--- src/rtl/fp32_div_pkg.sv ---
// Shared types and helpers for the FP32 divider sequencer: FSM states, operand
// classes, special constants and IEEE-754 field extraction.
package fp32_div_pkg;

    typedef enum logic [1:0] {IDLE, LOAD, RUN, DONE} state_e;

    typedef enum logic [1:0] {ZERO, NORM, INF, NAN} op_class_e;

    localparam logic [31:0] QNAN    = 32'h7FC0_0000;
    localparam logic [31:0] POS_INF = 32'h7F80_0000;

    function automatic logic f_sign(input logic [31:0] x);
        return x[31];
    endfunction

    function automatic logic [7:0] f_exp(input logic [31:0] x);
        return x[30:23];
    endfunction

    function automatic logic [22:0] f_man(input logic [31:0] x);
        return x[22:0];
    endfunction

    // Denormals (exp == 0) are flushed to zero.
    function automatic op_class_e f_class(input logic [31:0] x);
        if (f_exp(x) == 8'd0) begin
            return ZERO;
        end else if (f_exp(x) == 8'hFF) begin
            return (f_man(x) == 23'd0) ? INF : NAN;
        end else begin
            return NORM;
        end
    endfunction

endpackage

--- src/rtl/fp32_special_case.sv ---
// Combinational IEEE-754 special-case screen for a single-precision divide.
// Results flagged is_special bypass the iterative core.
module fp32_special_case #(
    parameter logic [31:0] QNAN = 32'h7FC0_0000
) (
    input  logic [31:0] a,
    input  logic [31:0] b,
    output logic        is_special,
    output logic [31:0] special_q,
    output logic        invalid,
    output logic        dbz
);
    import fp32_div_pkg::*;

    op_class_e  ca;
    op_class_e  cb;
    logic       sign;
    logic [31:0] signed_inf;
    logic [31:0] signed_zero;

    always_comb begin
        ca          = f_class(a);
        cb          = f_class(b);
        sign        = f_sign(a) ^ f_sign(b);
        signed_inf  = {sign, POS_INF[30:0]};
        signed_zero = {sign, 31'd0};

        is_special = 1'b1;
        special_q  = 32'd0;
        invalid    = 1'b0;
        dbz        = 1'b0;

        if (ca == NAN || cb == NAN || (ca == ZERO && cb == ZERO) ||
            (ca == INF && cb == INF)) begin
            special_q = QNAN;
            invalid   = 1'b1;
        end else if (cb == ZERO) begin
            special_q = signed_inf;
            dbz       = (ca == NORM);
        end else if (ca == INF) begin
            special_q = signed_inf;
        end else if (ca == ZERO || cb == INF) begin
            special_q = signed_zero;
        end else begin
            is_special = 1'b0;
        end
    end

endmodule

--- src/rtl/fp32_div_sequencer.sv ---
// Handshake and control wrapper around the iterative FP32 SRT divider core:
// screens special cases, loads the core, counts iterations, captures the quotient.
module fp32_div_sequencer #(
    parameter int unsigned ITERS = 13,
    parameter logic [31:0] QNAN  = 32'h7FC0_0000
) (
    input  logic        clk,
    input  logic        rst,
    input  logic        in_valid,
    output logic        in_ready,
    input  logic [31:0] in_a,
    input  logic [31:0] in_b,
    output logic        out_valid,
    input  logic        out_ready,
    output logic [31:0] out_q,
    output logic        out_invalid,
    output logic        out_dbz,
    output logic [31:0] core_dividend,
    output logic [31:0] core_divisor,
    output logic        core_load_n,
    input  logic [31:0] core_quotient
);
    import fp32_div_pkg::*;

    localparam int unsigned CW = (ITERS > 1) ? $clog2(ITERS) : 1;
    localparam logic [CW-1:0] LAST = CW'(ITERS - 1);

    state_e      state_q, state_d;
    logic [CW-1:0] cnt_q, cnt_d;
    logic [31:0] q_q, q_d;
    logic        inv_q, inv_d;
    logic        dbz_q, dbz_d;
    logic [31:0] dvd_q, dvd_d;
    logic [31:0] dvs_q, dvs_d;

    logic        sc_special;
    logic [31:0] sc_q;
    logic        sc_invalid;
    logic        sc_dbz;

    fp32_special_case #(
        .QNAN(QNAN)
    ) u_special (
        .a          (in_a),
        .b          (in_b),
        .is_special (sc_special),
        .special_q  (sc_q),
        .invalid    (sc_invalid),
        .dbz        (sc_dbz)
    );

    always_comb begin
        state_d = state_q;
        cnt_d   = cnt_q;
        q_d     = q_q;
        inv_d   = inv_q;
        dbz_d   = dbz_q;
        dvd_d   = dvd_q;
        dvs_d   = dvs_q;

        unique case (state_q)
            IDLE: begin
                if (in_valid) begin
                    dvd_d = in_a;
                    dvs_d = in_b;
                    if (sc_special) begin
                        q_d     = sc_q;
                        inv_d   = sc_invalid;
                        dbz_d   = sc_dbz;
                        state_d = DONE;
                    end else begin
                        state_d = LOAD;
                    end
                end
            end
            LOAD: begin
                cnt_d   = '0;
                state_d = RUN;
            end
            RUN: begin
                cnt_d = cnt_q + 1'b1;
                // Capture lands on the core's rounding cycle.
                if (cnt_q == LAST) begin
                    q_d     = core_quotient;
                    inv_d   = 1'b0;
                    dbz_d   = 1'b0;
                    state_d = DONE;
                end
            end
            DONE: begin
                if (out_ready) begin
                    state_d = IDLE;
                end
            end
            default: state_d = IDLE;
        endcase
    end

    always_ff @(posedge clk) begin
        if (rst) begin
            state_q <= IDLE;
            cnt_q   <= '0;
            q_q     <= 32'd0;
            inv_q   <= 1'b0;
            dbz_q   <= 1'b0;
            dvd_q   <= 32'd0;
            dvs_q   <= 32'd0;
        end else begin
            state_q <= state_d;
            cnt_q   <= cnt_d;
            q_q     <= q_d;
            inv_q   <= inv_d;
            dbz_q   <= dbz_d;
            dvd_q   <= dvd_d;
            dvs_q   <= dvs_d;
        end
    end

    always_comb begin
        in_ready      = (state_q == IDLE) && !rst;
        out_valid     = (state_q == DONE);
        out_q         = q_q;
        out_invalid   = inv_q;
        out_dbz       = dbz_q;
        core_dividend = dvd_q;
        core_divisor  = dvs_q;
        core_load_n   = !((state_q == LOAD) && !rst);
    end

endmodule

--- config.mk ---
export PLATFORM = sky130hd
export DESIGN_NAME = fp32_div_sequencer
export DESIGN_NICKNAME = d
export VERILOG_FILES = /design/src/rtl/fp32_div_pkg.sv /design/src/rtl/fp32_special_case.sv /design/src/rtl/fp32_div_sequencer.sv
export SDC_FILE = /design/constraint.sdc
export NUM_CORES = 1
export LEC_CHECK = 0
export CAP_MARGIN = 15
export CELL_PAD_IN_SITES_DETAIL_PLACEMENT = 1
export CELL_PAD_IN_SITES_GLOBAL_PLACEMENT = 1
export CORE_MARGIN = 10
export CORE_UTILIZATION = 25
export CTS_CLUSTER_SIZE = 20
export DETAILED_ROUTE_END_ITERATION = 16
export GPL_TIMING_DRIVEN = 0
export HOLD_SLACK_MARGIN = 0.03
export PLACE_DENSITY = 0.72
export SETUP_SLACK_MARGIN = 0.5
export SYNTH_ARGS = -nofsm -noshare
export SYNTH_HDL_FRONTEND = slang
export SYNTH_SLANG_ARGS = --single-unit
export TNS_END_PERCENT = 50
--- constraint.sdc ---
create_clock -name clk -period 2.45 [get_ports clk]
set_input_delay 0.245 -clock clk [delete_from_list [all_inputs] [get_ports clk]]
set_output_delay 0.245 -clock clk [all_outputs]
set_load 0.02 [all_outputs]
## After elaboration in Yosys (flattened, before gate mapping)

Index checks and enable logic that the tools add are counted.

- Register bits: 104
- Bits of input ports: 100
- Logic and storage cells: 80

- Add/subtract/negate cells: 1
- Equal/unequal tests: 15
- Multiplexer cells: 34
- Bitwise operators: 1
- Reductions and logical operators: 22

Operators with widths:

| operator | number |
|---|---|
| 32-bit two-way mux | 7 |
| 32-bit one-hot mux with 2 select lines | 1 |
| 23-bit zero test | 2 |
| 8-bit equality test, second input constant | 2 |
| 8-bit zero test | 2 |
| 2-bit two-way mux | 8 |
| 1-bit two-way mux | 14 |
| 2-bit equality test, second input constant | 6 |
| 2-bit one-hot mux with 4 select lines | 1 |
| 4-bit one-hot mux with 2 select lines | 1 |
| 2-bit zero test | 3 |
| 2-bit inequality test, second input constant | 3 |
| 4-bit by 1-bit adder with 4-bit output, second input constant | 1 |
| 2-bit by 1-bit equality test with 1-bit output, second input constant | 2 |
| 4-bit equality test, second input constant | 1 |
| 1-bit logical AND | 4 |
| 1-bit logical OR | 4 |
| 1-bit one-hot mux with 2 select lines | 2 |
| 4-bit AND reduction | 1 |
| 2-bit nonzero test | 2 |
| 3-bit AND reduction | 1 |
| 1-bit zero test | 2 |
| 2-bit by 1-bit inequality test with 1-bit output, second input constant | 1 |
| 2-bit AND reduction | 1 |
| 1-bit XOR | 1 |

## Depth between registers and ports, before layout

Gate-level depths: netlist of run 1.

- Depth in word-level cells: 13
- Mapped depth: 10

## Cells and area by module

A second synthesis of run 1 with hierarchy kept.

- Cell total of the unflattened synthesis: 586
- Area, all modules: 5,081.1 µm²

Modules (own cells, without submodules):

| module | instances | cells an instance | area an instance (µm²) |
|---|---|---|---|
| fp32_div_sequencer | 1 | 515 | 4,584.4 |
| fp32_special_case | 1 | 71 | 496.7 |

## Worst setup path after synthesis of run 1

No wires, ideal clock.

- Kind: register -> register
- From: reg state_q[0]
- To: reg q_q[10] (netlist: out_q[10])
- Arrival: 2.015 ns
- Required time: 2.380 ns
- Slack: 0.365 ns
- Stages on the path, launching flop included: 11
- Buffers on the path: 3
- Period minus slack after synthesis: 2.085 ns
- Path through: dfxtp_1 inv_1 ha_1 clkbuf_1 inv_1 o22ai_1 a211o_1 buf_2 buf_2 nand2_1 a21oi_1

- Cells in the longest elaborated chain, start to end: 3
- Elaborated cells between the ends (all ways): 8

Ends and longest elaborated chain:

| what | line | text |
|---|---|---|
| start, declared | fp32_div_sequencer.sv:28 | `state_e state_q, state_d;` |
| start signal, assigned | fp32_div_sequencer.sv:109 | `state_q <= state_d;` |
| 2-bit equality test / 2-bit zero test (equally long branches) | fp32_div_sequencer.sv:61 | `unique case (state_q)` |
| 2-bit inequality test (no line) / 2-bit nonzero test (equally long branches) | -- |  |
| 4-bit AND reduction (no line) | -- |  |
| end signal, assigned | fp32_div_sequencer.sv:111 | `q_q <= q_d;` |
| end, declared | fp32_div_sequencer.sv:30 | `logic [31:0] q_q, q_d;` |

Parallel ways exist; a longest one is shown, timed or not.
A chain may end at the register's enable or synchronous reset.

## Worst setup path after layout of run 1

- From: in in_b[3]
- To: reg q_q[31] (netlist: out_q[31])

- Cells in the longest elaborated chain, start to end: 13
- Elaborated cells between the ends (all ways): 26

Ends and longest elaborated chain:

| what | line | text |
|---|---|---|
| start, declared | fp32_div_sequencer.sv:12 | `input logic [31:0] in_b,` |
| 23-bit zero test * | fp32_div_pkg.sv:29 | `return (f_man(x) == 23'd0) ? INF : NAN;` |
| 1-bit two-way mux * | fp32_div_pkg.sv:29 |  |
| 2-bit two-way mux * | fp32_div_pkg.sv:28 | `end else if (f_exp(x) == 8'hFF) begin` |
| 2-bit two-way mux * | fp32_div_pkg.sv:26 | `if (f_exp(x) == 8'd0) begin` |
| 2-bit equality test | fp32_special_case.sv:34, fp32_special_case.sv:42 |  |
| 1-bit logical OR | fp32_special_case.sv:42 | `end else if (ca == ZERO \|\| cb == INF) begin` |
| 32-bit two-way mux | fp32_special_case.sv:42 |  |
| 32-bit two-way mux | fp32_special_case.sv:40 | `end else if (ca == INF) begin` |
| 32-bit two-way mux | fp32_special_case.sv:37 | `end else if (cb == ZERO) begin` |
| 32-bit two-way mux | fp32_special_case.sv:33 | `if (ca == NAN \|\| cb == NAN \|\| (ca == ZERO && cb == ZERO) \|\|` |
| 32-bit two-way mux | fp32_div_sequencer.sv:66 | `if (sc_special) begin` |
| 32-bit two-way mux | fp32_div_sequencer.sv:63 | `if (in_valid) begin` |
| 32-bit one-hot mux with 2 select lines | fp32_div_sequencer.sv:61 |  |

Every way passes the cells marked *; elsewhere a longest branch is shown, timed or not. The select of a mux whose other input is x is not followed.

==> results of run 1 <==
-- critical path, stage by stage --
cell and delay (ns):
clkdlybuf4s50_1 0.44, nor4_1 0.32, nand2_1 0.21, nor4_2 0.25, a21oi_1 0.08, a2111o_1 0.43
a211oi_2 0.23
-- cells by family (layout without fill, tap and decap cells) --
| logic type | Yosys count | count (layout) |
|---|---|---|
| flip-flops | 104 | 104 |
| AND/OR/NAND/NOR | 254 | 254 |
| AO/OA/AOI/OAI | 118 | 118 |
| adder cells (fa/ha/maj) | 7 | 7 |
| buffers and inverters | 44 | 267 |
| multiplexers | 1 | 1 |
| XOR/XNOR | 1 | 1 |
-- routing by layer --
layer | track usage | up-vias | share of wire
met5 | 0 | - | 0
met4 | 0.0442 | 0 | 0.016
met3 | 0.0725 | 17 | 0.093
met2 | 0.270 | 129 | 0.50
met1 | 0.165 | 2173 | 0.39
li1 | - | 2215 | -
-- cell usage after synthesis --
cell type and count:
o21ai_0 2, buf_6 3, nor4_2 1, buf_1 1
a211oi_4 1, a2111o_1 1, nand4_1 6, a211oi_1 5
nor2_4 2, and2_1 1, nand3_1 27, nor2_2 7
nor3_1 3, clkbuf_1 28, nand2_1 168, a21oi_1 98
nor3b_1 1, nor2_8 1, or4_1 1, or4_4 3
a22oi_1 1, inv_1 7, ha_1 7, o21ai_1 2
nand2b_1 3, dfxtp_1 104, a211oi_2 6, and3_1 1
xnor2_1 1, nor4b_1 1, nor2_1 15, nand3b_1 1
a211o_1 1, buf_2 5, nor4_1 12, mux2i_1 1
o22ai_1 1
-- worst min-delay path by stage --
stage	startpoint	to	slack [ns]
floorplan	in_a[0]	core_dividend[0]	0.38
CTS	in_b[30]	core_divisor[30]	0.29
finish	in_a[19]	core_dividend[19]	0.19
global route	in_a[19]	core_dividend[19]	0.19
detailed placement	out_dbz	out_dbz	0.45
global placement	out_q[13]	out_q[13]	0.44
-- what timing repair did --
| item | in CTS | in global routing |
|---|---|---|
| setup buffers | 5 | 5 |
| setup endpoints to repair | 96 | 93 |
| endpoints found under the hold margin | 0 | 0 |
| resized for setup | 45 | 61 |
| pin swaps | 6 | 23 |
-- state kept, by name, summed over array words and instances (netlist names) --
name,count
cnt_q,4
core_divisor,32
out_invalid,1
out_q,32
out_dbz,1
core_dividend,32
state_q,2
-- layout make-up --
class	instances	area, um2	share of cell area
Buffer	37	224	0.0317
Clock buffer	12	256	0.0363
Clock inverter	2	16.3	0.00230
Inverter	7	28.8	0.00407
Multi-Input combinational cell	381	2080	0.294
Sequential cell	104	2090	0.295
Tap cell	220	275	0.0389
Timing Repair Buffer	209	2110	0.298
-- metrics by stage --
step                      instances  total power [uW]  instance area (um2)  setup slack, ns
after floorplan                 529              3900                 4210            0.550
after global placement          948              5090                 6480          -0.0937
after detailed placement        948              5210                 6480           -0.226
after CTS                       967              6750                 6860            0.416
after global routing            972              7190                 7070            0.436
final                           972              6740                 7070            0.520
-- power by group --
part,internal (uW),total (uW),switching [uW]
registers,2020,2210,191
logic,1350,3160,1810
clock network,737,1380,641
total,4110,6740,2640
==> flow_summary.json, run 1 <==
{
  "clockBufferDepth": 2,
  "netlist.top_cell.by_area": "dfxtp_1",
  "antenna-diode-count": 0,
  "clkTransAtPathRegs_ns": 0.07,
  "critical_path.endpoint_type": "flop",
  "grt_pass1_vias": 5051,
  "commonest_non_fill_non_tap_cell_in_the_layout": "clkdlybuf4s50_1",
  "clk_latency_ns": 0.36,
  "setup_tns_ns": 0,
  "clock-root-buffer": "clkbuf_16",
  "worst_clock_skew_ns": 0.00569,
  "initial_antenna_violation_count": 0,
  "net_count_synth": 636,
  "fin_crit_sh": 0.788,
  "achievable-frequency_mhz": 518,
  "synth.area.top_cells": "dfxtp_1, nand2_1, a21oi_1, nand3_1, clkbuf_1",
  "critPathKind": "in -> reg",
  "detail_placement_hpwl_um": 14200,
  "buffer_ports.inserted": 199,
  "design.die.area_mm2": 0.0224,
  "cts_max_level": 3,
  "drv_cap": 0,
  "yosys_register_bits": 104,
  "critPathCapture": "out_q[31]",
  "critPathArrivalTime_ns": 2.20,
  "worstHoldPathCells": 3,
  "reg2reg_depth": 10,
  "wl_per_cell_um": 18.3,
  "num-fill-cells": 1923,
  "ys.warnings.count": 0,
  "drv_slew": 0,
  "routed_wirelength_um": 17800,
  "remaining_drc_errors": 0,
  "ys_seq_area_frac": 0.495,
  "crit_start": "in_b[3]",
  "crit_fanout": 2,
  "synth_top_area_frac": 0.495,
  "mappedNetlistArea_mm2": 0.00420,
  "tritoncts.num_buffers": 9,
  "first_iter_violations": 61,
  "ir_drop_mv": 0.364,
  "gp_routability_congestion": 0.767,
  "total_leakage_power_uw": 0.00262,
  "layout_min_cycle_time_ns": 1.93,
  "number_of_standard_cells_after_synthesis": 529,
  "synth_xor_xnor_area_share": 0.00208,
  "status": "finished, final reports clean",
  "dominant_combinational_cell_family_by_area_after_synthesis": "simple AND/OR/NAND/NOR gates",
  "die_width_um": 150,
  "cp.required_ns": 2.72,
  "timing.final.hold_violations": 0,
  "hold_slack_ns": 0.186,
  "synth_fa_ha_area_frac": 0.0208,
  "placement_rows": 47,
  "fin_nets": 856,
  "final-setup-viol-count": 0,
  "core_region_area_mm2": 0.0165,
  "drtPass1Iterations": 4,
  "die_height_um": 150,
  "number_of_sinks_driven_by_the_clock_tree": 104,
  "areaGrowthSynthToFinish_pct": 68.2,
  "power_density_mw_per_mm2": 954,
  "regToRegStartpoint": "state_q[0]",
  "cts.hold.buffers_added": 0,
  "synthesized_area_fraction_occupied_by_ao_oa_aoi_and_oai_cells": 0.161,
  "timing.max_slew.rel_slack": 0.574,
  "class_of_the_tightest_hold_or_removal_check": "in -> reg",
  "clock_tree_from_tritoncts": "yes",
  "final_antenna_net_count": 0,
  "synthDistinctLibCells": 37,
  "floorplan.initialDensity": 0.254,
  "final_cell_mix": "clkdlybuf4s50_1, nand2_1, dfxtp_1",
  "num_io_pins": 201,
  "fraction_of_final_layout_cells_with_drive_strength_greater_than_1": 0.133,
  "rrSetupSlack_ns": 0.64,
  "post_synth_mux_area_share": 0.00238,
  "fin_util": 0.428,
  "transition_time_at_the_pin_with_the_least_slew_margin_ns": 0.639,
  "global_route.overflow_total": 0,
  "startpoint_type": "input pin",
  "grt_max_degree": 16,
  "syn-mean-instance-area_um2": 7.95,
  "grt_first_pass_wirelength_um": 27600,
  "grt_util_all_layers": 0.155,
  "routed-via-count": 4534,
  "worst_reg2reg_path_endpoint": "out_q[5]",
  "route.detailed.vias_per_inst": 4.66,
  "grt_setup_unrepaired": "true",
  "yosys.area_share.simple": 0.272
}
(Power assumes the default switching activity.)
==> run 2, diff against run 1 <==
--- a/config.mk
+++ b/config.mk
@@ -14,7 +14,7 @@
 export DETAILED_ROUTE_END_ITERATION = 16
 export GPL_TIMING_DRIVEN = 0
 export HOLD_SLACK_MARGIN = 0.03
-export PLACE_DENSITY = 0.72
+export PLACE_DENSITY = 0.75
 export SETUP_SLACK_MARGIN = 0.5
 export SYNTH_ARGS = -nofsm -noshare
 export SYNTH_HDL_FRONTEND = slang
==> constraint.sdc (replaced) <==
create_clock -name clk -period 1.68 [get_ports clk]
set_input_delay 0.168 -clock clk [delete_from_list [all_inputs] [get_ports clk]]
set_output_delay 0.168 -clock clk [all_outputs]
set_load 0.02 [all_outputs]
==> run 2 against run 1 <==
- the run now ends with setup timing left
- final area increased by 23%
- register-to-register slack got worse by 0.81 ns
- cell count increased by 3.9%
- die area unchanged
- clock skew increased by 0.0020 ns
- critical path type is now reg -> reg
- largest cell class unchanged
==> flow_summary.json, run 2 (synthesis results as in run 1) <==
{
  "violated_checks": "setup timing",
  "drv_slew": 0,
  "grt_setup_unrepaired": "true",
  "crit_fanout": 8,
  "regToRegStartpoint": "state_q[1]",
  "ir_drop_mv": 0.596,
  "grt_util_all_layers": 0.172,
  "worstHoldPathCells": 3,
  "timing.final.hold_violations": 0,
  "class_of_the_tightest_hold_or_removal_check": "in -> reg",
  "clock_tree_from_tritoncts": "yes",
  "drtPass1Iterations": 4,
  "final_cell_mix": "nand2_1, dlymetal6s2s_1, dfxtp_1",
  "clock-root-buffer": "clkbuf_16",
  "critical-path-max-stage-delay_ns": 0.38,
  "remaining_drc_errors": 0,
  "gp_routability_congestion": 0.797,
  "placement_rows": 47,
  "grt_max_degree": 17,
  "critical-path-slowest-cell": "dfxtp_4",
  "timing.max_slew.rel_slack": 0.412,
  "floorplan.initialDensity": 0.254,
  "cp.required_ns": 1.96,
  "final_antenna_net_count": 0,
  "first_iter_violations": 147,
  "clkTransAtPathRegs_ns": 0.07,
  "critPathKind": "reg -> reg",
  "cts_max_level": 3,
  "die_height_um": 150,
  "clk_latency_ns": 0.36,
  "fin_crit_sh": 1.10,
  "total_power_uw": 12500,
  "total_leakage_power_uw": 0.00477,
  "die_width_um": 150,
  "final-setup-viol-count": 48,
  "design.die.area_mm2": 0.0224,
  "worst_reg2reg_path_endpoint": "out_q[9]",
  "layout_min_cycle_time_ns": 1.85,
  "power_density_mw_per_mm2": 1450,
  "standard_cell_area_after_detailed_placement_mm2": 0.00662,
  "critical_path.endpoint_type": "flop",
  "crit_path_cell_trace": "inv_4 -> ha_4 -> clkbuf_16 -> inv_8 -> o22ai_4 -> a211oi_4 -> buf_6 -> clkbuf_16 -> nand3_1 -> a21oi_1",
  "startpoint_type": "flop",
  "critical_path.most_common_cell": "clkbuf_16",
  "core_region_area_mm2": 0.0165,
  "num_io_pins": 201,
  "commonest_non_fill_non_tap_cell_in_the_layout": "nand2_1",
  "tritoncts.num_buffers": 9,
  "routed-via-count": 4853,
  "crit_start": "state_q[1]",
  "drv_cap": 0,
  "routed_wirelength_um": 21500,
  "achievable-frequency_mhz": 540,
  "initial_antenna_violation_count": 3,
  "status": "finished with violations",
  "areaGrowthSynthToFinish_pct": 106,
  "hp-start": "in_b[30]",
  "wl_per_cell_um": 21.3,
  "fin_nets": 891,
  "route.detailed.vias_per_inst": 4.80,
  "transition_time_at_the_pin_with_the_least_slew_margin_ns": 0.882,
  "clockBufferDepth": 2,
  "grt_first_pass_wirelength_um": 30600,
  "hold_critical_path_endpoint": "core_divisor[30]",
  "num-fill-cells": 1786,
  "rrSetupSlack_ns": -0.17,
  "critPathArrivalTime_ns": 2.13,
  "global_route.overflow_total": 0,
  "worst_clock_skew_ns": 0.00770,
  "detail_placement_hpwl_um": 14200,
  "cts.hold.buffers_added": 0,
  "design_area_mm2": 0.00867,
  "fraction_of_final_layout_cells_with_drive_strength_greater_than_1": 0.360,
  "worst_slack_ns": -0.171,
  "grt_pass1_vias": 5412,
  "number_of_sinks_driven_by_the_clock_tree": 104,
  "reg2reg_depth": 10,
  "buffer_ports.inserted": 199
}
## run 2: repair_timing
item	4_1_cts	5_1_grt
setup endpoints to repair	205	204
cloned	5	3
gates resized for setup	209	244
pin swaps	49	56
setup buffers	33	4
## run 2: worst max-delay path by stage
| stage | end | slack (ns) | depth (start not counted) |
|---|---|---|---|
| 2_1_floorplan | out_q[2] | -0.04 | 8 |
| 3_3_place_gp | out_q[31] | -0.84 | 7 |
| 3_5_place_dp | out_q[31] | -0.85 | 7 |
| 4_1_cts | out_q[23] | -0.11 | 9 |
| 5_1_grt | out_q[9] | -0.25 | 10 |
| 6_report | out_q[9] | -0.17 | 10 |
## run 2: report_power, final
| part | leakage, uW | total (uW) | switching, uW | internal, uW |
|---|---|---|---|---|
| clock network | 0.000150 | 2230 | 985 | 1250 |
| registers | 0.000851 | 3240 | 293 | 2950 |
| logic | 0.00377 | 7070 | 3690 | 3380 |
| total | 0.00477 | 12500 | 4970 | 7570 |
## run 2: metrics by stage
stage | util | cells | setup TNS, ns | hold WS, ns | worst slack (ns)
global route | 0.524 | 1009 | -8.35 | 0.101 | -0.245
finish | 0.524 | 1010 | -3.75 | 0.105 | -0.171
detailed placement | 0.400 | 948 | -36.19 | 0.448 | -0.850
global placement | 0.400 | 948 | -30.43 | 0.439 | -0.836
floorplan | - | 529 | -1.20 | 0.304 | -0.0429
CTS | 0.472 | 1002 | -2.03 | 0.0826 | -0.109
## run 2: per-layer routing
| metal | wire length, um | GRT usage |
|---|---|---|
| met1 | 8320 | 0.180 |
| met2 | 11200 | 0.305 |
| met3 | 1600 | 0.0725 |
| met4 | 405 | 0.0598 |
| met5 | 14 | 0 |
## run 2: worst max-delay path, delay by kind of cell, from the launching register on
kind,cells,cell delay [ns]
buffers and inverters,5,0.63
AOI/OAI and AO/OA,3,0.50
DFF,1,0.38
adders and majority gates,1,0.15
and+or+nand+nor,1,0.10
## run 2: layout make-up
| class | instances | area (um2) | area share |
|---|---|---|---|
| diodes | 1 | 2.50 | 0.000289 |
| well taps | 220 | 275 | 0.0318 |
| multi-input cells | 381 | 2790 | 0.322 |
| clock inverters | 3 | 47.5 | 0.00549 |
| plain buffers | 37 | 430 | 0.0497 |
| inverters | 7 | 43.8 | 0.00505 |
| repair buffers | 244 | 2730 | 0.314 |
| flip-flops and latches | 104 | 2090 | 0.241 |
| clock buffers | 13 | 260 | 0.0300 |
